File: config.mk
export PLATFORM = sky130hd
export DESIGN_NAME = misr_core
export DESIGN_NICKNAME = d
export VERILOG_FILES = /design/src/rtl/misr_pkg.sv /design/src/rtl/misr_core.sv
export SDC_FILE = /design/constraint.sdc
export NUM_CORES = 1
export LEC_CHECK = 0
export CELL_PAD_IN_SITES_DETAIL_PLACEMENT = 0
export CELL_PAD_IN_SITES_GLOBAL_PLACEMENT = 2
export CORE_AREA = 10 10 47 49
export DETAILED_ROUTE_END_ITERATION = 8
export DIE_AREA = 0 0 57 59
export DONT_BUFFER_PORTS = 1
export GPL_TIMING_DRIVEN = 0
export PLACE_DENSITY = 0.46
export SLEW_MARGIN = 20
export SYNTH_ARGS = -nofsm -noshare
export SYNTH_HDL_FRONTEND = slang
export SYNTH_SLANG_ARGS = --single-unit
File: constraint.sdc
create_clock -name clk -period 2.1 [get_ports clk]
set_clock_uncertainty 0.2 [all_clocks]
set_input_delay 0.105 -clock clk [delete_from_list [all_inputs] [get_ports clk]]
set_output_delay 0.105 -clock clk [all_outputs]
set_load 0.05 [all_outputs]
File: src/rtl/misr_pkg.sv
// Shared constants for the MISR response checker: FSM encoding and default
// feedback polynomial / seed.
package misr_pkg;

    localparam logic [1:0] StIdle  = 2'd0;
    localparam logic [1:0] StRun   = 2'd1;
    localparam logic [1:0] StCheck = 2'd2;
    localparam logic [1:0] StDone  = 2'd3;

    localparam logic [3:0] DefPoly = 4'b1010;
    localparam logic [3:0] DefSeed = 4'b0000;

    localparam int unsigned CountW = 4;

endpackage

File: src/rtl/misr_core.sv
// Signature register with multiple-input shift-register compaction; load
// reseeds, en compacts one sample.
module misr_core
    import misr_pkg::*;
#(
    parameter int unsigned    W    = 3,
    parameter int unsigned    SW   = 4,
    parameter logic [SW-1:0]  POLY = SW'(DefPoly),
    parameter logic [SW-1:0]  SEED = SW'(DefSeed)
) (
    input  logic          clk,
    input  logic          rst,
    input  logic          load,
    input  logic          en,
    input  logic [W-1:0]  din,
    output logic [SW-1:0] sig
);

    logic [SW-1:0] sig_q, sig_d, din_ext;
    logic          fb;

    always_comb begin
        // Bits at or above W see no response input.
        din_ext = '0;
        din_ext[W-1:0] = din;
        fb = sig_q[SW-1];
        sig_d = '0;
        sig_d[0] = fb ^ din_ext[0];
        for (int i = 1; i < SW; i++) begin
            sig_d[i] = sig_q[i-1] ^ (POLY[i] & fb) ^ din_ext[i];
        end
    end

    always_ff @(posedge clk) begin
        if (rst || load) begin
            sig_q <= SEED;
        end else if (en) begin
            sig_q <= sig_d;
        end
    end

    assign sig = sig_q;

endmodule

==> metrics.log, run 1 <==
[metrics] start point of the worst hold path: din[1]
[metrics] final number of max-transition violations: 0
[metrics] CP max FO: 4
[metrics] endpoint of the worst-slack reg-to-reg timing path: sig[1]$_SDFFE_PP0P_
[metrics] synthesis-to-finish area growth: 50.00%
[metrics] flops & latches, synth: 4
[metrics] cell count after synthesis: 16
[metrics] startpoint type of the worst setup path: flip-flop
[metrics] smallest setup slack after layout: 0.3134 ns
[metrics] warning count from the yosys run: 0
[metrics] total standard cell area after synthesis: about 190 µm²
[metrics] average routed wire per standard cell: 11.48 µm
[metrics] setup repair after global routing missed its margin: no
[metrics] H-tree depth reported by CTS: 1
[metrics] vias in the first global route: 163
[metrics] count of input and output buffers: 0
[metrics] first-pass detailed-route iteration total: 2
[metrics] maximum number of pins on one net before global-route repair: 7
[metrics] Detailed Route Iter0 Violations: 4
[metrics] cell count of the worst reg-to-reg path: 3
[metrics] final-report setup violation count: 0
[metrics] part of the power in the clock network: 0.457
[metrics] placer congestion estimate: 0.5661
[metrics] global route overflow: 0
[metrics] relative contribution of combinational cells to total power: 0.108
[metrics] Flop pwr share: 0.435
[metrics] kind of critical path: flip-flop to flip-flop
[metrics] number of remaining DRC errors: 0
[metrics] clock latency reported for the late side of the worst-skew pair: 0.24 ns
[metrics] internal cell power: 0.0001574 W
[metrics] x dimension of the die: 57 µm
[metrics] area of the core region: between 1000 and 1500 µm²
[metrics] Worst EP required: 2.02 ns
[metrics] power density cells: 758.5 nW/µm²
[metrics] Vias/cell: 3.700
[metrics] root buffer cell: sky130_fd_sc_hd__clkbuf_4
[metrics] clock slew at the register clock pins of the worst setup and hold paths: ~0.040 ns
[metrics] final period utilization: 0.8508
[metrics] worst setup path startpoint: sig[3]$_SDFFE_PP0P_
[metrics] number of buffers created by CTS: 3
[metrics] sort of element at the end of the critical path: flip-flop
[metrics] antenna violations before repair: 0
[metrics] antenna cell count: 0
[metrics] die area: 3363 µm²
[metrics] final setup TNS: 0 ns
[metrics] total of hold buffers inserted after clock tree synthesis: 5
[metrics] maximum clock path buffer count: 2
[metrics] total I/O pin count: 11
[metrics] TritonCTS clock tree: done
[metrics] Net Sw Frac: 0.2531
[metrics] total routing usage reported by global routing: 0.03588
[metrics] type of the most critical hold path: primary input to flip-flop
[metrics] portion of the post-synthesis area used by sequential elements: 0.4324
[metrics] worst-case setup slack after placement: 0.3078 ns
[metrics] maximum capacitance violations: 0
[metrics] average instance area after synthesis: about 12 µm²
[metrics] starting density of the core: 0.1321
[metrics] post-route core utilization: 0.1982
[metrics] Largest register FFs: 4
[metrics] destination of the critical timing path: sig[1]$_SDFFE_PP0P_
[metrics] wire length of the first global-routing pass: ~800 µm
[metrics] Total Nets Final: 33
[metrics] reg-to-reg critical path startpoint: sig[3]$_SDFFE_PP0P_
[metrics] fraction of final layout cells with drive strength greater than 1: 0.1667
[metrics] cells resized by post-CTS repair: 0
[metrics] clk sinks: 4
[metrics] Arr. time, crit path: approximately 1.7 ns
[metrics] total via count after detailed routing: 148
[metrics] leakage power: 0.09913 nW
[metrics] residual antenna-violating net count after detailed routing: 0
[metrics] r2r setup slk: 0.31 ns
[metrics] library cells used by synthesis: 11
[metrics] final count of hold timing violations: 0
[metrics] wire length reported by the detailed router: 459 µm
[metrics] number of placement rows: 14
[metrics] postcts setup bufs: 0
[metrics] f_max: 559.7 MHz
[metrics] die span in y: slightly below 60 µm
[metrics] switching power total: roughly 0.000053 W
[metrics] clock period minus worst slack: around 1.8 ns
[metrics] worst relative slew slack: 0.5831
[metrics] Max VDD drop: 0.2866 mV
[metrics] run status: complete, no violations
[metrics] slew at the pin with the worst max-slew slack: 0.6245 ns
[metrics] Post-Syn Nets: 23
==> stage by stage <==
step	hold WS [ns]	instances	area (µm²)	power (W)
after floorplan	-0.02599	16	185.2	0.0001029
after global placement	-0.02379	32	205.2	0.0001048
after detailed placement	-0.02325	32	205.2	0.0001048
after CTS	0.02426	40	277.8	0.0002163
after global routing	0.06171	40	277.8	0.0002277
final	0.02195	40	277.8	0.0002107
==> worst max-delay path, stage by stage (launching register included) <==
cell,delay [ns]
sky130_fd_sc_hd__dfxtp_1,0.71
sky130_fd_sc_hd__xor3_1,0.53
sky130_fd_sc_hd__mux2i_1,0.17
sky130_fd_sc_hd__nor3_2,0.05
==> cells by family (layout without fill, tap and decap cells) <==
logic type      after synthesis  count (layout)  synth area share
simple gates                  5               5            0.1419
xor+xnor                      4               4            0.2703
flops                         4               4            0.4324
compound gates                2               2            0.1014
mux                           1               1           0.05406
buf+inv                       0               8                 0
==> cell usage after synthesis <==
master | count | area, µm²
sky130_fd_sc_hd__xor3_1 | 1 | 23.77
sky130_fd_sc_hd__nor2_1 | 2 | 7.510
sky130_fd_sc_hd__nor3_1 | 1 | 5.000
sky130_fd_sc_hd__mux2i_1 | 1 | 10.01
sky130_fd_sc_hd__xnor2_1 | 2 | 17.52
sky130_fd_sc_hd__a2111oi_0 | 1 | 8.760
sky130_fd_sc_hd__dfxtp_1 | 4 | 80.08
sky130_fd_sc_hd__a2111oi_1 | 1 | 10.01
sky130_fd_sc_hd__xor2_1 | 1 | 8.760
sky130_fd_sc_hd__nand2_1 | 1 | 3.750
sky130_fd_sc_hd__nor3_2 | 1 | 10.01
==> layout by cell type, fill, tap and decap left out <==
master | Yosys | final
sky130_fd_sc_hd__a2111oi_0 | 1 | 1
sky130_fd_sc_hd__a2111oi_1 | 1 | 1
sky130_fd_sc_hd__clkbuf_4 | 0 | 3
sky130_fd_sc_hd__dfxtp_1 | 4 | 4
sky130_fd_sc_hd__dlygate4sd3_1 | 0 | 5
sky130_fd_sc_hd__mux2i_1 | 1 | 1
sky130_fd_sc_hd__nand2_1 | 1 | 1
sky130_fd_sc_hd__nor2_1 | 2 | 2
sky130_fd_sc_hd__nor3_1 | 1 | 1
sky130_fd_sc_hd__nor3_2 | 1 | 1
sky130_fd_sc_hd__xnor2_1 | 2 | 2
sky130_fd_sc_hd__xor2_1 | 1 | 1
sky130_fd_sc_hd__xor3_1 | 1 | 1
==> worst min path at each step <==
stage                          end  cells after the start
3_5_place_dp   sig[1]$_SDFFE_PP0P_                      1
5_1_grt        sig[1]$_SDFFE_PP0P_                      3
4_1_cts        sig[1]$_SDFFE_PP0P_                      3
6_report       sig[1]$_SDFFE_PP0P_                      3
3_3_place_gp   sig[1]$_SDFFE_PP0P_                      1
2_1_floorplan  sig[1]$_SDFFE_PP0P_                      1
==> power by group through the flow <==
stage / combinational, W / sequential, W / clock, W
floorplan: 0.0000108 / 0.0000921 / 0
global placement: 0.0000118 / 0.0000930 / 0
global route: 0.0000254 / 0.0000922 / 0.000110
detailed placement: 0.0000118 / 0.0000931 / 0
finish: 0.0000227 / 0.0000917 / 0.0000962
CTS: 0.0000228 / 0.0000918 / 0.000102
==> layer usage <==
| metal | wire, µm | share of wire | GRT usage |
|---|---|---|---|
| met1 | 243 | 0.53 | 0.04043 |
| met2 | 92 | 0.20 | 0.02171 |
| met3 | 123 | 0.27 | 0.06223 |
| met4 | 0 | 0 | 0.02013 |
| met5 | 0 | 0 | 0 |
==> area by class of cell <==
class | instances | area, µm²
fill | 158 | 1124
sequential | 4 | 80.08
clock buffer | 3 | 22.52
timing repair buffer | 5 | 50.05
tap | 16 | 20.02
multi-input combinational | 12 | 105.1
Note: power is estimated with default switching activity, not from simulation.
==> run 2: changes to the inputs <==
--- a/config.mk
+++ b/config.mk
@@ -5,6 +5,7 @@
 export SDC_FILE = /design/constraint.sdc
 export NUM_CORES = 1
 export LEC_CHECK = 0
+export ABC_AREA = 1
 export CELL_PAD_IN_SITES_DETAIL_PLACEMENT = 0
 export CELL_PAD_IN_SITES_GLOBAL_PLACEMENT = 2
 export CORE_AREA = 10 10 47 49
@@ -12,7 +13,7 @@
 export DIE_AREA = 0 0 57 59
 export DONT_BUFFER_PORTS = 1
 export GPL_TIMING_DRIVEN = 0
-export PLACE_DENSITY = 0.46
+export PLACE_DENSITY = 0.54
 export SLEW_MARGIN = 20
 export SYNTH_ARGS = -nofsm -noshare
 export SYNTH_HDL_FRONTEND = slang
==> metrics.log, run 2 <==
[metrics] run status: complete, no violations
[metrics] antenna cell count: 0 (unchanged)
[metrics] sort of element at the end of the critical path: flip-flop
[metrics] maximum number of pins on one net before global-route repair: 6 (-1)
[metrics] total routing usage reported by global routing: 0.03708 (+0.001201)
[metrics] most common library cells after synthesis: sky130_fd_sc_hd__inv_1, sky130_fd_sc_hd__nand2_1, sky130_fd_sc_hd__dfxtp_1
[metrics] clock slew at the register clock pins of the worst setup and hold paths: 0.04 ns (about the same)
[metrics] wire length reported by the detailed router: 582 µm (+27%)
[metrics] library cells used by synthesis: 10 (-1)
[metrics] ys async rst share: 0 (unchanged)
[metrics] vias in the first global route: 223 (+37%)
[metrics] residual antenna-violating net count after detailed routing: 0 (unchanged)
[metrics] antenna violations before repair: 0 (unchanged)
[metrics] type of the most critical hold path: primary input to flip-flop
[metrics] most common cell in the synthesized netlist: sky130_fd_sc_hd__inv_1
[metrics] number of enable flip-flop cells after synthesis: 0 (unchanged)
[metrics] power density cells: 704.4 nW/µm² (-7.1%)
[metrics] starting density of the core: 0.1482 (+0.01607)
[metrics] clock latency reported for the late side of the worst-skew pair: 0.23 ns (about the same)
[metrics] f_max: 575.0 MHz (+2.7%)
[metrics] cell count after synthesis: 31 (+15)
[metrics] final count of hold timing violations: 0 (unchanged)
[metrics] slew at the pin with the worst max-slew slack: 0.6312 ns (+0.006711 ns)
[metrics] top area cells in the synthesized netlist: sky130_fd_sc_hd__dfxtp_1, sky130_fd_sc_hd__inv_1, sky130_fd_sc_hd__nand2_1
[metrics] clock period minus worst slack: 1.739 ns (-0.04764 ns)
[metrics] Arr. time, crit path: 1.72 ns (+0.02 ns)
[metrics] H-tree depth reported by CTS: 1 (unchanged)
[metrics] final number of max-transition violations: 0 (unchanged)
[metrics] portion of synthesized cell area occupied by the leading cell type: 0.3855 (-0.04689)
[metrics] root buffer cell: sky130_fd_sc_hd__clkbuf_4
[metrics] area of the core region: 1401 µm² (unchanged)
[metrics] setup repair after global routing missed its margin: no
[metrics] global route overflow: 0 (unchanged)
[metrics] commonest non-fill, non-tap cell in the layout: sky130_fd_sc_hd__inv_1
[metrics] portion of the post-synthesis area used by sequential elements: 0.3855 (-0.04689)
[metrics] first-pass detailed-route iteration total: 4 (+2)
[metrics] instance area after placement: 227.7 µm² (+11%)
[metrics] Synth Flop Type: sky130_fd_sc_hd__dfxtp_1
[metrics] warning count from the yosys run: 0 (unchanged)
[metrics] leakage power: 0.1486 nW (+50%)
[metrics] count of input and output buffers: 0 (unchanged)
[metrics] x dimension of the die: 57 µm (unchanged)
[metrics] kind of critical path: primary input to flip-flop
[metrics] TritonCTS clock tree: done
[metrics] top library cells by usage in the layout, fill and taps aside: sky130_fd_sc_hd__inv_1, sky130_fd_sc_hd__nand2_1, sky130_fd_sc_hd__dlygate4sd3_1
[metrics] average routed wire per standard cell: 10.58 µm (-7.8%)
[metrics] CP max FO: 4 (unchanged)
[metrics] cell area after layout: 300.3 µm² (+8.1%)
[metrics] Worst EP required: 2.08 ns (+0.06 ns)
[metrics] cell taking the most area after synthesis: sky130_fd_sc_hd__dfxtp_1
[metrics] total via count after detailed routing: 208 (+41%)
[metrics] die area: 3363 µm² (unchanged)
[metrics] Post-Syn Nets: 38 (+65%)
[metrics] die span in y: 59 µm (unchanged)
[metrics] number of remaining DRC errors: 0 (unchanged)
[metrics] Total Nets Final: 48 (+45%)
[metrics] final period utilization: 0.8281 (-0.02268)
[metrics] Max VDD drop: 0.2086 mV (-27%)
[metrics] wire length of the first global-routing pass: 924 µm (+14%)
[metrics] number of placement rows: 14 (unchanged)
[metrics] total standard cell area after synthesis: 207.7 µm² (+12%)
[metrics] final setup TNS: 0 ns (unchanged)
[metrics] fraction of final layout cells with drive strength greater than 1: 0.1026 (-0.06410)
[metrics] average instance area after synthesis: 6.700 µm² (-42%)
[metrics] Detailed Route Iter0 Violations: 4 (unchanged)
[metrics] worst relative slew slack: 0.5786 (-0.004480)
[metrics] flops & latches, synth: 4 (unchanged)
[metrics] placer congestion estimate: 0.6604 (+17%)
[metrics] maximum clock path buffer count: 2 (unchanged)
[metrics] total half-perimeter wirelength after legalization and detailed placement: ~480 µm
[metrics] clk sinks: 4 (unchanged)
[metrics] post-route core utilization: 0.2143 (+0.01607)
[metrics] final-report setup violation count: 0 (unchanged)
[metrics] startpoint type of the worst setup path: primary input
[metrics] total I/O pin count: 11 (unchanged)
[metrics] maximum capacitance violations: 0 (unchanged)
[metrics] Largest register FFs: 4 (unchanged)
[metrics] number of buffers created by CTS: 3 (unchanged)
[metrics] Vias/cell: 3.782 (+2.2%)
[metrics] synthesis-to-finish area growth: 44.58%
run 2: cell types whose count changed in the layout (fill, tap and decap cells not counted), sizes merged:
cell	before	now
xnor2	2	0
a2111oi	2	0
xor2	1	2
inv	0	8
or2	0	1
nand2	1	5
mux2i	1	0
a21oi	0	3
nand3	0	2
xor3	1	0
o21ai	0	2
run 2: worst paths after layout:
kind | endpoint | from | cells past startpoint | slack [ns]
max | sig[2]$_SDFFE_PP0P_ | rst | 6 | 0.36
min | sig[1]$_SDFFE_PP0P_ | din[1] | 5 | 0.0002
max reg2reg | sig[1]$_SDFFE_PP0P_ | sig[3]$_SDFFE_PP0P_ | 7 | 0.58
min reg2reg | sig[3]$_SDFFE_PP0P_ | sig[2]$_SDFFE_PP0P_ | 2 | 0.60
run 2: stage by stage:
| stage | hold WS (ns) | power [W] | instances | setup slack, ns |
|---|---|---|---|---|
| after floorplan | 0.06714 | 0.0001055 | 31 | 0.6939 |
| after global placement | 0.09828 | 0.0001088 | 47 | 0.5444 |
| after detailed placement | 0.1055 | 0.0001088 | 47 | 0.5617 |
| after CTS | 0.004110 | 0.0002171 | 55 | 0.3561 |
| after global routing | 0.08351 | 0.0002211 | 55 | 0.2937 |
| final | 0.0001531 | 0.0002115 | 55 | 0.3610 |
run 2: power breakdown:
group	leakage, nW	switching [W]	internal, W
sequential	0.0326	0.0000129	0.0000793
clock	0.0138	0.0000319	0.0000640
combinational	0.102	0.0000107	0.0000128
total	0.149	0.0000555	0.000156
run 2: worst max-delay path: stages:
cell	delay [ns]
sky130_fd_sc_hd__dlygate4sd3_1	0.53
sky130_fd_sc_hd__or2_4	0.22
sky130_fd_sc_hd__dlygate4sd3_1	0.61
sky130_fd_sc_hd__a21oi_1	0.13
sky130_fd_sc_hd__o21ai_1	0.07
sky130_fd_sc_hd__inv_1	0.05
run 2: logic make-up after synthesis:
logic type | count (synthesis) | share of synthesized area
flops | 4 | 0.3856
compound gates | 5 | 0.1205
xor+xnor | 2 | 0.08435
buf+inv | 8 | 0.1446
simple gates | 12 | 0.2651
run 2: timing repair:
item,4_1_cts,5_1_grt
gates resized for setup,0,0
setup buffers,0,0
endpoints found under the hold margin,4,0
hold buffers,5,0
run 2: metal layers:
layer  track usage  part of all wire  vias up
met3       0.02361             0.076        2
li1              -                 -      113
met2       0.05581              0.53        3
met5             0                 0        -
met1       0.03188              0.36       90
met4       0.04027             0.029        0
run 2: area by class of cell:
| type | count | area [µm²] |
|---|---|---|
| clock buffer | 3 | 22.52 |
| fill | 173 | 1101 |
| inverter | 8 | 30.03 |
| multi-input combinational | 19 | 97.59 |
| sequential | 4 | 80.08 |
| tap | 16 | 20.02 |
| timing repair buffer | 5 | 50.05 |
